<file path="config.mk">
export PLATFORM = sky130hd
export DESIGN_NAME = bin2bcd_seq_flat
export DESIGN_NICKNAME = d
export VERILOG_FILES = /design/src/rtl/bin2bcd_seq_pkg.sv /design/src/rtl/bin2bcd_seq_if.sv /design/src/rtl/bin2bcd_seq_add3.sv /design/src/rtl/bin2bcd_seq.sv /design/src/flat_wrapper.sv
export SDC_FILE = /design/constraint.sdc
export NUM_CORES = 1
export LEC_CHECK = 0
export ABC_AREA = 1
export ABC_CLOCK_PERIOD_IN_PS = 1200
export CAP_MARGIN = 20
export CORE_MARGIN = 4
export CORE_UTILIZATION = 35
export DETAILED_ROUTE_END_ITERATION = 7
export RECOVER_POWER = 100
export SLEW_MARGIN = 25
export SYNTH_ARGS = -nofsm -noshare
export SYNTH_HDL_FRONTEND = slang
export SYNTH_SLANG_ARGS = --single-unit
</file>
<file path="constraint.sdc">
create_clock -name clk -period 1.2 [get_ports clk]
set_clock_uncertainty 0.05 [all_clocks]
set_input_delay 0.36 -clock clk [delete_from_list [all_inputs] [get_ports clk]]
set_output_delay 0.36 -clock clk [all_outputs]
set_load 0.05 [all_outputs]
</file>
<file path="src/rtl/bin2bcd_seq_pkg.sv">
// Shared display definitions: BCD geometry, saturation limit, converter
// state encoding and a digit bundle the scan driver can reuse.
package disp_pkg;

    localparam int BCD_W     = 4;
    localparam int N_DIGITS  = 4;
    localparam int MAX_VAL   = 9999;
    localparam int CONV_BITS = 14;

    typedef enum logic [1:0] {
        IDLE  = 2'd0,
        SHIFT = 2'd1,
        DONE  = 2'd2
    } conv_state_e;

    typedef struct packed {
        logic [BCD_W-1:0] kilo;
        logic [BCD_W-1:0] hundred;
        logic [BCD_W-1:0] ten;
        logic [BCD_W-1:0] single;
    } bcd_digits_t;

endpackage

</file>
<file path="src/rtl/bin2bcd_seq_if.sv">
// Handshake and digit bus between a value producer and the converter.
interface bin2bcd_seq_if #(
    parameter int BIN_W = 16
);
    logic             in_valid;
    logic             in_ready;
    logic [BIN_W-1:0] bin_in;
    logic [3:0]       single_digit;
    logic [3:0]       ten_digit;
    logic [3:0]       hundred_digit;
    logic [3:0]       kilo_digit;
    logic             out_valid;
    logic             overflow;

    modport master (
        output in_valid, bin_in,
        input  in_ready, single_digit, ten_digit, hundred_digit, kilo_digit,
               out_valid, overflow
    );

    modport slave (
        input  in_valid, bin_in,
        output in_ready, single_digit, ten_digit, hundred_digit, kilo_digit,
               out_valid, overflow
    );
endinterface

</file>
<file path="src/rtl/bin2bcd_seq_add3.sv">
// Double-dabble nibble correction: a digit of 5 or more would carry past 9
// after the next doubling, so it is pre-biased by 3.
module bcd_add3 (
    input  logic [3:0] nib_in,
    output logic [3:0] nib_out
);
    assign nib_out = (nib_in >= 4'd5) ? nib_in + 4'd3 : nib_in;
endmodule

</file>
<file path="src/rtl/bin2bcd_seq.sv">
// Sequential binary-to-BCD converter feeding a 4-digit scan driver.
// Saturates at MAX_VAL, converts one bit per clock, and updates the
// registered digits only when a conversion completes.
module bin2bcd_seq
    import disp_pkg::*;
#(
    parameter int BIN_W = 16
) (
    input  logic          clk,
    input  logic          rstn,
    bin2bcd_seq_if.slave  bus
);
    localparam int BCD_TOT_W = BCD_W * N_DIGITS;
    localparam int CNT_W     = 4;
    localparam logic [CNT_W-1:0] CNT_LAST = CNT_W'(CONV_BITS - 1);

    conv_state_e            state, state_nxt;
    logic [CONV_BITS-1:0]   shreg;
    logic [BCD_TOT_W-1:0]   bcd_work;
    logic [BCD_TOT_W-1:0]   bcd_adj;
    logic [BCD_TOT_W-1:0]   bcd_shift;
    logic [CONV_BITS-1:0]   sh_shift;
    logic [CNT_W-1:0]       bit_cnt;
    logic                   ovf_pend;
    bcd_digits_t            digits;
    logic                   overflow_q;
    logic                   out_valid_q;
    logic                   in_ready;
    logic                   accept;
    logic                   in_over;
    logic [CONV_BITS-1:0]   sat;

    assign in_ready = (state == IDLE);
    assign accept   = bus.in_valid && in_ready;
    assign in_over  = bus.bin_in > BIN_W'(MAX_VAL);
    assign sat      = in_over ? CONV_BITS'(MAX_VAL) : bus.bin_in[CONV_BITS-1:0];

    // Per-digit add-3 correction ahead of each shift.
    for (genvar g = 0; g < N_DIGITS; g++) begin : g_add3
        bcd_add3 u_add3 (
            .nib_in  (bcd_work[g*BCD_W +: BCD_W]),
            .nib_out (bcd_adj[g*BCD_W +: BCD_W])
        );
    end

    assign bcd_shift = {bcd_adj[BCD_TOT_W-2:0], shreg[CONV_BITS-1]};
    assign sh_shift  = {shreg[CONV_BITS-2:0], 1'b0};

    // State register.
    always_ff @(posedge clk or negedge rstn) begin
        if (!rstn) state <= IDLE;
        else       state <= state_nxt;
    end

    // Next-state logic: accept in IDLE, 14 shifts, one publish cycle.
    always_comb begin
        // NOTE: default assigned first so no path leaves state_nxt unassigned (no latch).
        state_nxt = state;
        case (state)
            IDLE:    if (accept) state_nxt = SHIFT;
            SHIFT:   if (bit_cnt == CNT_LAST) state_nxt = DONE;
            DONE:    state_nxt = IDLE;
            default: state_nxt = IDLE;
        endcase
    end

    // Datapath: load on accept, shift-and-add while busy, publish in DONE.
    always_ff @(posedge clk or negedge rstn) begin
        // NOTE: every register here is plain flops, so all of them are reset; an abort leaves nothing stale.
        if (!rstn) begin
            shreg       <= '0;
            bcd_work    <= '0;
            bit_cnt     <= '0;
            ovf_pend    <= 1'b0;
            digits      <= '0;
            overflow_q  <= 1'b0;
            out_valid_q <= 1'b0;
        end else begin
            // NOTE: non-blocking assignments so every register samples pre-edge values.
            out_valid_q <= 1'b0;
            case (state)
                IDLE: begin
                    if (accept) begin
                        shreg    <= sat;
                        bcd_work <= '0;
                        bit_cnt  <= '0;
                        ovf_pend <= in_over;
                    end
                end
                SHIFT: begin
                    bcd_work <= bcd_shift;
                    shreg    <= sh_shift;
                    bit_cnt  <= bit_cnt + CNT_W'(1);
                end
                DONE: begin
                    digits.single  <= bcd_work[3:0];
                    digits.ten     <= bcd_work[7:4];
                    digits.hundred <= bcd_work[11:8];
                    digits.kilo    <= bcd_work[15:12];
                    overflow_q     <= ovf_pend;
                    out_valid_q    <= 1'b1;
                end
                default: ;
            endcase
        end
    end

    assign bus.in_ready      = in_ready;
    assign bus.single_digit  = digits.single;
    assign bus.ten_digit     = digits.ten;
    assign bus.hundred_digit = digits.hundred;
    assign bus.kilo_digit    = digits.kilo;
    assign bus.out_valid     = out_valid_q;
    assign bus.overflow      = overflow_q;

endmodule

</file>
<file path="src/flat_wrapper.sv">
// flat-port wrapper written by rule: the top's interface ports become plain ports
module bin2bcd_seq_flat import disp_pkg::*;
#(
    parameter int BIN_W = 16
)
  (clk, rstn, bus_in_valid, bus_bin_in, bus_in_ready, bus_single_digit, bus_ten_digit, bus_hundred_digit, bus_kilo_digit, bus_out_valid, bus_overflow);
  bin2bcd_seq_if #(.BIN_W(BIN_W)) bus_i ();
  input  logic clk;
  input  logic rstn;
  input wire logic [$bits(bus_i.in_valid)-1:0] bus_in_valid;
  input wire logic [$bits(bus_i.bin_in)-1:0] bus_bin_in;
  output wire logic [$bits(bus_i.in_ready)-1:0] bus_in_ready;
  output wire logic [$bits(bus_i.single_digit)-1:0] bus_single_digit;
  output wire logic [$bits(bus_i.ten_digit)-1:0] bus_ten_digit;
  output wire logic [$bits(bus_i.hundred_digit)-1:0] bus_hundred_digit;
  output wire logic [$bits(bus_i.kilo_digit)-1:0] bus_kilo_digit;
  output wire logic [$bits(bus_i.out_valid)-1:0] bus_out_valid;
  output wire logic [$bits(bus_i.overflow)-1:0] bus_overflow;
  assign bus_i.in_valid = bus_in_valid;
  assign bus_i.bin_in = bus_bin_in;
  assign bus_in_ready = bus_i.in_ready;
  assign bus_single_digit = bus_i.single_digit;
  assign bus_ten_digit = bus_i.ten_digit;
  assign bus_hundred_digit = bus_i.hundred_digit;
  assign bus_kilo_digit = bus_i.kilo_digit;
  assign bus_out_valid = bus_i.out_valid;
  assign bus_overflow = bus_i.overflow;
  bin2bcd_seq #(.BIN_W(BIN_W)) u_core (.clk(clk), .rstn(rstn), .bus(bus_i));
endmodule
</file>
==> metrics.txt <==
# TYPE chip_impl_metric gauge
chip_impl_info{name="outcome",value="finished, violations left"} 1
chip_impl_metric{name="initial_core_util",unit="%"} 36.8
chip_impl_metric{name="cts.sinks",unit=""} 55
chip_impl_metric{name="maxSlewHeadroom",unit="%"} 66.2
chip_impl_metric{name="floorplan.io_pins",unit=""} 38
chip_impl_metric{name="global_route.overflow_total",unit=""} 0
chip_impl_metric{name="critical_path_required",unit="ns"} 0.79
chip_impl_metric{name="numCtsBuffers",unit=""} 5
chip_impl_metric{name="setup_viol",unit=""} 71
chip_impl_metric{name="drtPass1Iterations",unit=""} 4
chip_impl_metric{name="cts.reportedPaths.clkPinSlew",unit="ns"} 0.10
chip_impl_metric{name="core_rows",unit=""} 31
chip_impl_metric{name="syn_area_per_cell",unit="um2"} 8.55
chip_impl_metric{name="period_share",unit="%"} 126
chip_impl_info{name="launch_instance_of_the_worst_register_to_register_path",value="u_core.state[1]$_DFFE_PN0P_"} 1
chip_impl_metric{name="final.setup.worst_slack",unit="ns"} -0.317
chip_impl_metric{name="fill_cells",unit=""} 623
chip_impl_metric{name="grt_pass1_vias",unit=""} 2322
chip_impl_metric{name="timing.reg2reg.setup_slack",unit="ns"} -0.30
chip_impl_metric{name="drive_gt1_share",unit="%"} 33.0
chip_impl_info{name="worstHoldEndpoint",value="u_core.shreg[5]$_DFFE_PN0P_"} 1
chip_impl_metric{name="power",unit="W"} 0.0113
chip_impl_info{name="timing.rr.end",value="u_core.shreg[11]$_DFFE_PN0P_"} 1
chip_impl_metric{name="area_growth",unit="%"} 56.8
chip_impl_info{name="clock-root-buffer",value="clkbuf_8"} 1
chip_impl_metric{name="worstMarginPinSlew",unit="ns"} 0.507
chip_impl_metric{name="final_antenna_net_count",unit=""} 0
chip_impl_metric{name="vias",unit=""} 2458
chip_impl_metric{name="max-vdd-ir-drop",unit="mV"} 0.775
chip_impl_metric{name="final_cell_area",unit="um2"} 4250
chip_impl_metric{name="port_buffers",unit=""} 37
chip_impl_metric{name="nets",unit=""} 449
chip_impl_info{name="setup.worst_path.class",value="reg2out"} 1
chip_impl_metric{name="grt_max_degree",unit=""} 56
chip_impl_info{name="tritoncts",value="yes"} 1
chip_impl_metric{name="crit_fanout",unit=""} 2
chip_impl_metric{name="cts_max_level",unit=""} 2
chip_impl_metric{name="netlist-cell-type-count",unit=""} 25
chip_impl_metric{name="gp_congestion",unit=""} 0.790
chip_impl_info{name="unrepaired_setup_endpoints_after_global_routing",value="yes"} 1
chip_impl_metric{name="number_of_buffers_on_the_longest_clock_path",unit=""} 2
chip_impl_metric{name="fin_hold_ws",unit="ns"} 0.376
chip_impl_metric{name="max_freq",unit="MHz"} 659
chip_impl_metric{name="detailedPlacementHpwl",unit="um"} 3820
chip_impl_metric{name="detailedRoute.firstIterationViolations",unit=""} 77
chip_impl_metric{name="routed_wl",unit="um"} 6790
chip_impl_metric{name="worst_hold_path.num_cells",unit=""} 3
chip_impl_metric{name="timing.max_cap.violations",unit=""} 0
chip_impl_metric{name="placeableCoreArea",unit="um2"} 7370
chip_impl_metric{name="layout_min_cycle_time",unit="ns"} 1.52
chip_impl_metric{name="dieArea",unit="um2"} 9210
chip_impl_metric{name="synth.ff_latch_count",unit=""} 55
chip_impl_metric{name="ff2ff_path_depth",unit=""} 7
chip_impl_metric{name="timing.final.hold_violations",unit=""} 0
chip_impl_metric{name="max_transition_viols_final",unit=""} 0
chip_impl_info{name="cp-end-kind",value="primary output"} 1
chip_impl_metric{name="clk_latency",unit="ns"} 0.32
chip_impl_info{name="startpoint_kind_of_the_worst_setup_timing_path",value="register"} 1
chip_impl_info{name="failing_checks",value="negative setup slack"} 1
chip_impl_metric{name="antenna_found_initial",unit=""} 0
chip_impl_metric{name="postSynthCellCount",unit=""} 317
chip_impl_metric{name="antenna-diode-count",unit=""} 0
chip_impl_metric{name="arrival_time_at_the_worst_endpoint",unit="ns"} 1.11
chip_impl_metric{name="avgViaCountPerCell",unit=""} 4.73
chip_impl_metric{name="die_h",unit="um"} 96.0
chip_impl_metric{name="synthesis.nets",unit=""} 346
chip_impl_metric{name="die_width",unit="um"} 96.0
chip_impl_metric{name="detailedPlace.worstSlack",unit="ns"} -0.452
chip_impl_metric{name="yosysSeqAreaShare",unit="%"} 50.8
chip_impl_metric{name="fin_util",unit="%"} 57.6
chip_impl_metric{name="grt_first_pass_wirelength",unit="um"} 10600
chip_impl_metric{name="synth_area",unit="um2"} 2710
chip_impl_metric{name="globalRouteTotalUtil",unit="%"} 14.6
chip_impl_info{name="critical_hold_path_startpoint",value="bus_bin_in[5]"} 1
chip_impl_metric{name="placedInstanceArea",unit="um2"} 3600
chip_impl_metric{name="yosys_warnings",unit=""} 0
chip_impl_metric{name="power.density_cell_area",unit="nW/um2"} 2650
chip_impl_info{name="holdCritPathClass",value="in2reg"} 1
chip_impl_metric{name="p_leak",unit="nW"} 2.05
chip_impl_metric{name="drc_errors",unit=""} 0
chip_impl_metric{name="wl_per_cell",unit="um"} 13.1
[critical path: stages (launching register included)]
cell and delay [ns]:
dfrtp_2 0.42, buf_6 0.12, nor2_4 0.12, buf_12 0.14
[layout by cell type, fill, tap and decap left out, types with 3 or more instances in the layout]
cell / count
o21ai_1: 24
nand3_1: 14
dlygate4sd2_1: 11
inv_2: 8
inv_1: 18
nor2_1: 30
ha_1: 8
clkbuf_8: 5
o22ai_2: 4
inv_4: 3
nand3_4: 3
nand2_2: 5
buf_6: 7
clkdlybuf4s50_1: 5
xor2_1: 4
buf_4: 49
buf_12: 23
o21ai_0: 20
a22oi_1: 5
nand2_8: 3
dfrtp_1: 54
nand3_2: 3
inv_6: 3
nand2_1: 83
[through the flow]
step,std cells,TNS (ns)
2_1_floorplan,317,-0.203
3_3_place_gp,476,-14.12
3_5_place_dp,476,-14.88
4_1_cts,501,-8.68
5_1_grt,520,-16.06
6_report,520,-12.05
[per-layer routing]
layer	GRT usage [%]	routed length (um)
met5	0	0
met4	3.91	134
met3	2.89	337
met2	25.8	3450
met1	18.0	2870
[where the power goes]
part / leakage [nW] / internal, W / total, W / switching (W)
clock network: 0.0644 / 0.000833 / 0.00147 / 0.000636
registers: 0.672 / 0.00266 / 0.00328 / 0.000621
logic: 1.31 / 0.00319 / 0.00651 / 0.00332
[cells in the mapped netlist]
cell	number	area, um2
inv_2	1	3.75
o21ai_2	2	17.5
inv_1	28	105
o21ai_1	6	30.0
buf_8	1	15.0
nand2_4	2	22.5
buf_6	5	56.3
nand2_2	2	12.5
nand3_2	1	10.0
dfrtp_1	55	1380
a21oi_4	1	16.3
nor2_2	2	12.5
nand3_1	19	95.1
buf_2	2	10.0
o22ai_1	6	37.5
ha_1	10	125
clkinv_2	1	5.00
a21oi_1	3	15.0
o21ai_0	38	190
xor2_1	4	35.0
buf_4	2	15.0
inv_8	1	11.3
a22oi_1	6	45.0
nor2_1	31	116
nand2_1	88	330
[final cells by class]
cell class / instances / area (um2) / area share (%)
Timing Repair Buffer: 100 / 1140 / 26.7
Clock inverter: 3 / 67.6 / 1.59
Clock buffer: 5 / 68.8 / 1.62
Multi-Input combinational cell: 222 / 1290 / 30.3
Inverter: 31 / 148 / 3.48
Sequential cell: 55 / 1380 / 32.4
Tap cell: 99 / 124 / 2.92
Timing Repair inverter: 5 / 38.8 / 0.913
[worst max path at each step]
stage,startpoint,end
final,u_core.state[0]$_DFFE_PN0P_,bus_in_ready
after global routing,u_core.state[1]$_DFFE_PN0P_,u_core.shreg[11]$_DFFE_PN0P_
after CTS,u_core.state[0]$_DFFE_PN0P_,bus_in_ready
after detailed placement,bus_bin_in[11],u_core.shreg[0]$_DFFE_PN0P_
after global placement,bus_bin_in[13],u_core.shreg[0]$_DFFE_PN0P_
after floorplan,u_core.state[0]$_DFFE_PN0P_,u_core.shreg[11]$_DFFE_PN0P_
[sequential cells by signal (all words and copies together), names as in the netlist]
name                      cells
u_core.bus.kilo_digit         4
u_core.shreg                 14
u_core.bus.hundred_digit      4
u_core.bus.out_valid          1
u_core.ovf_pend               1
u_core.bus.single_digit       4
u_core.bus.ten_digit          4
u_core.bus.overflow           1
u_core.state                  2
u_core.bcd_work              16
u_core.bit_cnt                4
[repair_timing]
item / 4_1_cts / 5_1_grt
setup buffers: 12 / 16
hold buffers: 1 / 0
pin swaps: 13 / 5
setup endpoints to repair: 69 / 73
resized for setup: 59 / 21
cloned: 4 / 4
hold endpoints to repair: 44 / 0
[kinds of logic after synthesis]
kind of cell    synth area share (%)
simple gates                    22.1
xor+xnor                        1.29
flops                           50.8
buf+inv                         8.17
fa+ha+maj                       4.62
compound gates                  13.0
Note: power is estimated with default switching activity, not from simulation.
